### src/rtl/bus_arbiter_pkg.sv
// Shared widths, constants and FSM state encodings for the memory-port arbiter.
package bus_arbiter_pkg;

    localparam int AddrBus = 32;
    localparam int DataBus = 32;
    localparam int ByteWEn = 4;

    localparam logic [DataBus-1:0] ZeroWord  = '0;
    localparam logic [ByteWEn-1:0] WrDisable = '0;

    typedef enum logic [1:0] {
        BA_IDLE  = 2'd0,
        BA_GNT_I = 2'd1,
        BA_GNT_D = 2'd2
    } ba_state_e;

endpackage

### src/rtl/bus_arbiter.sv
// Arbitrates ibus/dbus onto one memory port; BUS_ARB_ROUND_ROBIN_EN selects round-robin in IDLE.
// Latency: grant one cycle after a request is seen in IDLE, completion on mem_ack (minimum 2 cycles).
// Backpressure: each requester is stalled until its mem_ack; a completion can hand off back-to-back.
module bus_arbiter
    import bus_arbiter_pkg::*;
(
    input  logic               clk,
    input  logic               rst,
    input  logic               ibus_en,
    input  logic [AddrBus-1:0] ibus_addr,
    output logic [DataBus-1:0] ibus_rdata,
    output logic               ibus_stallreq,
    input  logic               dbus_en,
    input  logic [AddrBus-1:0] dbus_addr,
    input  logic [ByteWEn-1:0] dbus_wen,
    input  logic [DataBus-1:0] dbus_wdata,
    output logic [DataBus-1:0] dbus_rdata,
    output logic               dbus_stallreq,
    output logic               mem_en,
    output logic [AddrBus-1:0] mem_addr,
    output logic [ByteWEn-1:0] mem_wen,
    output logic [DataBus-1:0] mem_wdata,
    input  logic [DataBus-1:0] mem_rdata,
    input  logic               mem_ack
);

    ba_state_e          state, state_nxt;
    logic               gnt_i, gnt_d;
    logic [DataBus-1:0] ibus_rdata_q, dbus_rdata_q;
    ba_state_e          both_pick;

    assign gnt_i = (state == BA_GNT_I);
    assign gnt_d = (state == BA_GNT_D);

`ifdef BUS_ARB_ROUND_ROBIN_EN
    // 1 = dbus was served last; reset value points at ibus
    logic last_dbus;

    always_ff @(posedge clk or posedge rst) begin
        if (rst) begin
            last_dbus <= 1'b0;
        end else if (mem_ack && (gnt_i || gnt_d)) begin
            last_dbus <= gnt_d;
        end
    end

    assign both_pick = last_dbus ? BA_GNT_I : BA_GNT_D;
`else
    assign both_pick = BA_GNT_D;
`endif

    always_ff @(posedge clk or posedge rst) begin
        if (rst) begin
            state <= BA_IDLE;
        end else begin
            state <= state_nxt;
        end
    end

    always_comb begin
        state_nxt = state;
        case (state)
            BA_IDLE: begin
                if (ibus_en && dbus_en) begin
                    state_nxt = both_pick;
                end else if (dbus_en) begin
                    state_nxt = BA_GNT_D;
                end else if (ibus_en) begin
                    state_nxt = BA_GNT_I;
                end
            end
            BA_GNT_I: begin
                if (mem_ack) begin
                    state_nxt = dbus_en ? BA_GNT_D : BA_IDLE;
                end
            end
            BA_GNT_D: begin
                if (mem_ack) begin
                    state_nxt = ibus_en ? BA_GNT_I : BA_IDLE;
                end
            end
            default: state_nxt = BA_IDLE;
        endcase
    end

    always_comb begin
        mem_en    = 1'b0;
        mem_addr  = ZeroWord;
        mem_wen   = WrDisable;
        mem_wdata = ZeroWord;
        if (gnt_i) begin
            mem_en   = 1'b1;
            mem_addr = ibus_addr;
        end else if (gnt_d) begin
            mem_en    = 1'b1;
            mem_addr  = dbus_addr;
            mem_wen   = dbus_wen;
            mem_wdata = dbus_wdata;
        end
    end

    // Stores return no data, so only read completions refresh the dbus holding register
    always_ff @(posedge clk or posedge rst) begin
        if (rst) begin
            ibus_rdata_q <= ZeroWord;
            dbus_rdata_q <= ZeroWord;
        end else begin
            if (gnt_i && mem_ack) begin
                ibus_rdata_q <= mem_rdata;
            end
            if (gnt_d && mem_ack && (dbus_wen == WrDisable)) begin
                dbus_rdata_q <= mem_rdata;
            end
        end
    end

    assign ibus_rdata    = gnt_i ? mem_rdata : ibus_rdata_q;
    assign dbus_rdata    = gnt_d ? mem_rdata : dbus_rdata_q;
    assign ibus_stallreq = ibus_en & ~(gnt_i & mem_ack);
    assign dbus_stallreq = dbus_en & ~(gnt_d & mem_ack);

endmodule

### config.mk
export PLATFORM = sky130hd
export DESIGN_NAME = bus_arbiter
export DESIGN_NICKNAME = d
export VERILOG_FILES = /design/src/rtl/bus_arbiter_pkg.sv /design/src/rtl/bus_arbiter.sv
export SDC_FILE = /design/constraint.sdc
export NUM_CORES = 1
export LEC_CHECK = 0
export ABC_CLOCK_PERIOD_IN_PS = 3070
export CAP_MARGIN = 20
export CORE_MARGIN = 5
export CORE_UTILIZATION = 37
export CTS_BUF_LIST = sky130_fd_sc_hd__clkbuf_4 sky130_fd_sc_hd__clkbuf_8
export CTS_CLUSTER_DIAMETER = 40
export CTS_CLUSTER_SIZE = 24
export DETAILED_ROUTE_END_ITERATION = 10
export PLACE_DENSITY = 0.82
export SETUP_SLACK_MARGIN = 0.5
export SYNTH_ARGS = -nofsm -noshare
export SYNTH_HDL_FRONTEND = slang
export SYNTH_SLANG_ARGS = --single-unit
### constraint.sdc
create_clock -name clk -period 3.07 [get_ports clk]
set_input_delay 0.921 -clock clk [delete_from_list [all_inputs] [get_ports clk]]
set_output_delay 0.921 -clock clk [all_outputs]
set_load 0.05 [all_outputs]
**After elaboration in Yosys (flattened, before gate mapping)**

Cells that the tools add are included.

- Flip-flop bits (word level): 66
- Input bits: 137
- Output and inout bits: 135
- Logic and storage cells: 39

- Equality and inequality tests: 5
- Muxes and demuxes: 18
- Bitwise gates (word level): 6
- Reduce and logical (&&, ||, !) cells: 7

Operators by type and width:

| operator | number |
|---|---|
| 32-bit two-way mux | 6 |
| 2-bit two-way mux | 6 |
| 4-bit two-way mux | 2 |
| 2-bit case mux with 3 select lines | 1 |
| 1-bit AND | 4 |
| 1-bit logical AND | 4 |
| 4-bit zero test | 1 |
| 2-bit inequality test (second input constant) | 2 |
| 4-bit inequality test (second input constant) | 1 |
| 1-bit two-way mux | 3 |
| 3-bit AND reduction | 1 |
| 2-bit by 1-bit equality test with 1-bit output (second input constant) | 1 |
| 2-bit equality test (second input constant) | 1 |
| 2-bit zero test | 1 |
| 1-bit inverter | 2 |

**Depth between registers and ports, before layout**

Gate-level depths: netlist (run 1).

- Depth after elaboration: 4
- Gate-level depth with buffers: 6
- Depth with buffers taken out: 5

**Worst setup path after synthesis (run 1)**

Ideal clock, no wire load.

- Kind: register to output
- From: register state[0]
- To: output mem_addr[30]
- Data arrival time: 2.212 ns
- Data required time: 2.149 ns
- Slack: -0.063 ns
- Stages on the path, launching flop included: 7
- Cells stage by stage: dfrtp_1 -> inv_1 -> ha_1 -> buf_2 -> buf_2 -> nand2_1 -> o21ai_0

- Longest elaborated chain between the ends: 3
- Elaborated cells on any way between the ends: 4
- Classes of those cells: eq/ne: 2; mux: 2

Ends and longest elaborated chain:

| what | RTL line | RTL |
|---|---|---|
| start, declared | bus_arbiter.sv:27 | `ba_state_e state, state_nxt;` |
| start signal, assigned | bus_arbiter.sv:56 | `state <= state_nxt;` |
| 2-bit equality test | bus_arbiter.sv:33 | `assign gnt_d = (state == BA_GNT_D);` |
| 32-bit two-way mux | bus_arbiter.sv:94 | `end else if (gnt_d) begin` |
| 32-bit two-way mux (*) | bus_arbiter.sv:91 | `if (gnt_i) begin` |
| end, declared | bus_arbiter.sv:20 | `output logic [AddrBus-1:0] mem_addr,` |

Every way passes the cells marked *; elsewhere a longest branch is shown, timed or not.

**Worst setup path in the final report (run 1)**

- From: register state[0]
- To: output mem_wen[1]

- Longest elaborated chain between the ends: 3
- Elaborated cells on any way between the ends: 4
- Classes of those cells: eq/ne: 2; mux: 2

Ends and longest elaborated chain:

| what | RTL line | RTL |
|---|---|---|
| 2-bit equality test | bus_arbiter.sv:33 |  |
| 4-bit two-way mux | bus_arbiter.sv:94 |  |
| 4-bit two-way mux (*) | bus_arbiter.sv:91 |  |
| end, declared | bus_arbiter.sv:21 | `output logic [ByteWEn-1:0] mem_wen,` |

Marks and branches as above.

==> impl_metrics.env, run 1 <==
export IMPL_r2r_cells=10
export IMPL_numCtsBuffers=9
export IMPL_fin_tns_setup_ns=0
export IMPL_finalNonFillerCells=771
export IMPL_worstPathRequired_ns=2.15
export IMPL_grt_busiest_layer="met2"
export IMPL_synth_enable_flop_cells=0
export IMPL_ioPinCount=272
export IMPL_r2r_end="dbus_rdata_q[30]"
export IMPL_synth_area_leaders="dfrtp_1, mux2_2, mux2_4"
export IMPL_worstMarginPinSlew_ns=0.655
export IMPL_overflow=0
export IMPL_rsz0062_at_grt="true"
export IMPL_core_area_mm2=0.0107
export IMPL_synthDistinctLibCells=23
export IMPL_peakVddDrop_v=0.000977
export IMPL_port_buffers=271
export IMPL_syn_cell_area_mm2=0.00403
export IMPL_setup_viol=0
export IMPL_h_tree_depth=3
export IMPL_cp_end_kind="output pin"
export IMPL_synthCells=311
export IMPL_drt_total_wl_mm=22.6
export IMPL_dieArea_mm2=0.0131
export IMPL_power_density_mw_per_mm2=1280
export IMPL_synth_top_area_share_pct=41.0
export IMPL_final_area_mm2=0.00955
export IMPL_grt_max_degree=67
export IMPL_leakagePower_uw=0.00442
export IMPL_start_util_pct=37.5
export IMPL_drv_slew=0
export IMPL_finalHoldViolCount=0
export IMPL_ys_warn_count=0
export IMPL_period_needed_ns=2.86
export IMPL_area_growth_syn_to_layout_pct=137
export IMPL_final_nets=764
export IMPL_wl_per_cell_um=29.3
export IMPL_tritoncts="done"
export IMPL_crit_arrival_ns=1.94
export IMPL_worstSetupEndpoint="mem_wen[1]"
export IMPL_critPathLaunch="state[0]"
export IMPL_crit_type="reg -> out"
export IMPL_fin_skew_ns=0.00781
export IMPL_antenna_found_initial=4
export IMPL_gp_congestion=0.968
export IMPL_layout_common_cells="buf_12, clkdlybuf4s50_1, mux2_4"
export IMPL_ys_seq_area_share_pct=41.0
export IMPL_rows=38
export IMPL_cap_violations=0
export IMPL_clk_path_buf_depth=2
export IMPL_post_synth_top_area_cell="dfrtp_1"
export IMPL_hold_class="reg -> reg"
export IMPL_fmax_mhz=349
export IMPL_grt_pass1_wl_mm=30.2
export IMPL_num_vias=4132
export IMPL_vias_per_cell=5.36
export IMPL_first_iter_violations=290
export IMPL_layout_commonest_cell="buf_12"
export IMPL_dpl_hpwl_mm=12.4
export IMPL_final_util_pct=88.9
export IMPL_clk_latency_ns=0.33
export IMPL_die_h_um=114
export IMPL_hold_path_depth=1
export IMPL_antenna_left=0
export IMPL_grtUsageMet3_pct=9.30
export IMPL_dp_cells=706
export IMPL_period_share_pct=93.3
export IMPL_grt_usage_pct=30.6
export IMPL_clock_sinks=66
export IMPL_die_w_um=114
export IMPL_ys_ff_latch=66
export IMPL_slew_headroom_pct=56.3
export IMPL_syn_area_per_cell_um2=12.9
export IMPL_grt_pass1_vias=4605
export IMPL_grt_util_met2_pct=56.2
export IMPL_cts_root_buf="clkbuf_8"
export IMPL_cts_hold_buf=0
export IMPL_drive_above_1_share_pct=66.3
export IMPL_async_reset_ff_share_pct=100
export IMPL_worstReg2RegStart="state[0]"
export IMPL_drcViolationCount=0
export IMPL_ys_flop_type="dfrtp_1"
export IMPL_placed_cell_area_mm2=0.00790
export IMPL_crit_fanout=5
export IMPL_syn_num_nets=453
export IMPL_cp_start_kind="register"
export IMPL_reg2reg_slack_ns=0.58
export IMPL_status="completed"
export IMPL_clk_pin_slew_ns=0.07
export IMPL_firstDrtPassIters=5
export IMPL_grt_util_met1_pct=34.0
==> worst min-delay path by stage <==
stage | start | slack (ns) | endpoint
2_1_floorplan | dbus_rdata_q[30] | 0.48 | dbus_rdata_q[30]
3_5_place_dp | dbus_rdata_q[26] | 0.49 | dbus_rdata_q[26]
6_report | ibus_rdata_q[16] | 0.50 | ibus_rdata_q[16]
4_1_cts | ibus_rdata_q[12] | 0.51 | ibus_rdata_q[12]
3_3_place_gp | ibus_rdata_q[3] | 0.48 | ibus_rdata_q[3]
5_1_grt | dbus_rdata_q[5] | 0.53 | dbus_rdata_q[5]
==> per-layer routing <==
layer / part of all wire, % / vias up
met1: 36 / 2072
met4: 4.3 / 0
met5: 0 / -
met2: 52 / 244
li1: - / 1757
met3: 8.0 / 59
==> sequential cells by signal (all words and copies together), names as in the netlist <==
register      flops
ibus_rdata_q     32
state             2
dbus_rdata_q     32
==> synthesized netlist by cell type (2+ instances only) <==
cell	instances
a22o_1	31
buf_2	14
nand2_1	4
mux2_4	30
and2_1	36
dfrtp_1	66
clkbuf_1	6
buf_6	3
ha_1	5
inv_1	4
nor2b_1	2
mux2_2	99
==> cells by family (layout without fill, tap and decap cells) <==
| family | Yosys count | count (layout) | share of synthesized area, % |
|---|---|---|---|
| flops | 66 | 66 | 41.0 |
| buf+inv | 27 | 342 | 3.51 |
| other cells | 0 | 4 | 0 |
| simple gates | 47 | 48 | 7.27 |
| compound gates | 36 | 36 | 7.52 |
| fa+ha+maj | 5 | 5 | 1.55 |
| mux | 130 | 130 | 39.1 |
==> critical path, stage by stage, from the launching register on <==
cell and delay [ns]:
dfrtp_1 0.43, buf_6 0.15, buf_6 0.11, ha_4 0.17, nor2b_4 0.16, buf_6 0.15
buf_16 0.12, and2_4 0.18, buf_12 0.14
==> power breakdown <==
group | total (µW) | internal (µW) | leakage [µW] | switching (µW)
Clock | 663 | 339 | 0.0000975 | 324
Combinational | 10100 | 5060 | 0.00349 | 5000
Sequential | 1500 | 1240 | 0.000833 | 258
Total | 12200 | 6640 | 0.00442 | 5580
==> layout make-up <==
type | count | area [µm²]
fillers | 385 | 1200
clock buffers | 13 | 160
multi-input cells | 219 | 2880
repair buffers | 322 | 4640
flip-flops and latches | 66 | 1650
well taps | 140 | 175
clock inverters | 3 | 15.0
diodes | 4 | 10.0
inverters | 4 | 18.8
==> repair_timing <==
action	CTS	global route
pin swaps	9	12
cloned	11	3
gates resized for setup	225	53
setup buffers	25	6
endpoints found under the setup margin	135	135
==> per-stage QoR <==
step	power (µW)	setup slack, ns	hold WS, ns
after floorplan	5860	0.503	0.475
after CTS	11700	0.272	0.507
after global routing	12500	0.157	0.531
after detailed placement	9440	-0.0235	0.491
final	12200	0.206	0.504
after global placement	9320	0.0893	0.483
(Power assumes the default switching activity.)
==> run 2: changes to the inputs <==
--- a/config.mk
+++ b/config.mk
@@ -6,7 +6,6 @@
 export NUM_CORES = 1
 export LEC_CHECK = 0
 export ABC_CLOCK_PERIOD_IN_PS = 3070
-export CAP_MARGIN = 20
 export CORE_MARGIN = 5
 export CORE_UTILIZATION = 37
 export CTS_BUF_LIST = sky130_fd_sc_hd__clkbuf_4 sky130_fd_sc_hd__clkbuf_8
==> results of run 2 <==
Same layout as run 1: the final DEF is identical, and so are final timing and power.
==> run 3: changes to the inputs <==
--- a/config.mk
+++ b/config.mk
@@ -9,7 +9,7 @@
 export CORE_MARGIN = 5
 export CORE_UTILIZATION = 37
 export CTS_BUF_LIST = sky130_fd_sc_hd__clkbuf_4 sky130_fd_sc_hd__clkbuf_8
-export CTS_CLUSTER_DIAMETER = 40
+export CTS_CLUSTER_DIAMETER = 60
 export CTS_CLUSTER_SIZE = 24
 export DETAILED_ROUTE_END_ITERATION = 10
 export PLACE_DENSITY = 0.82
==> results of run 3 <==
Same layout as run 1: the final DEF is identical, and so are final timing and power.
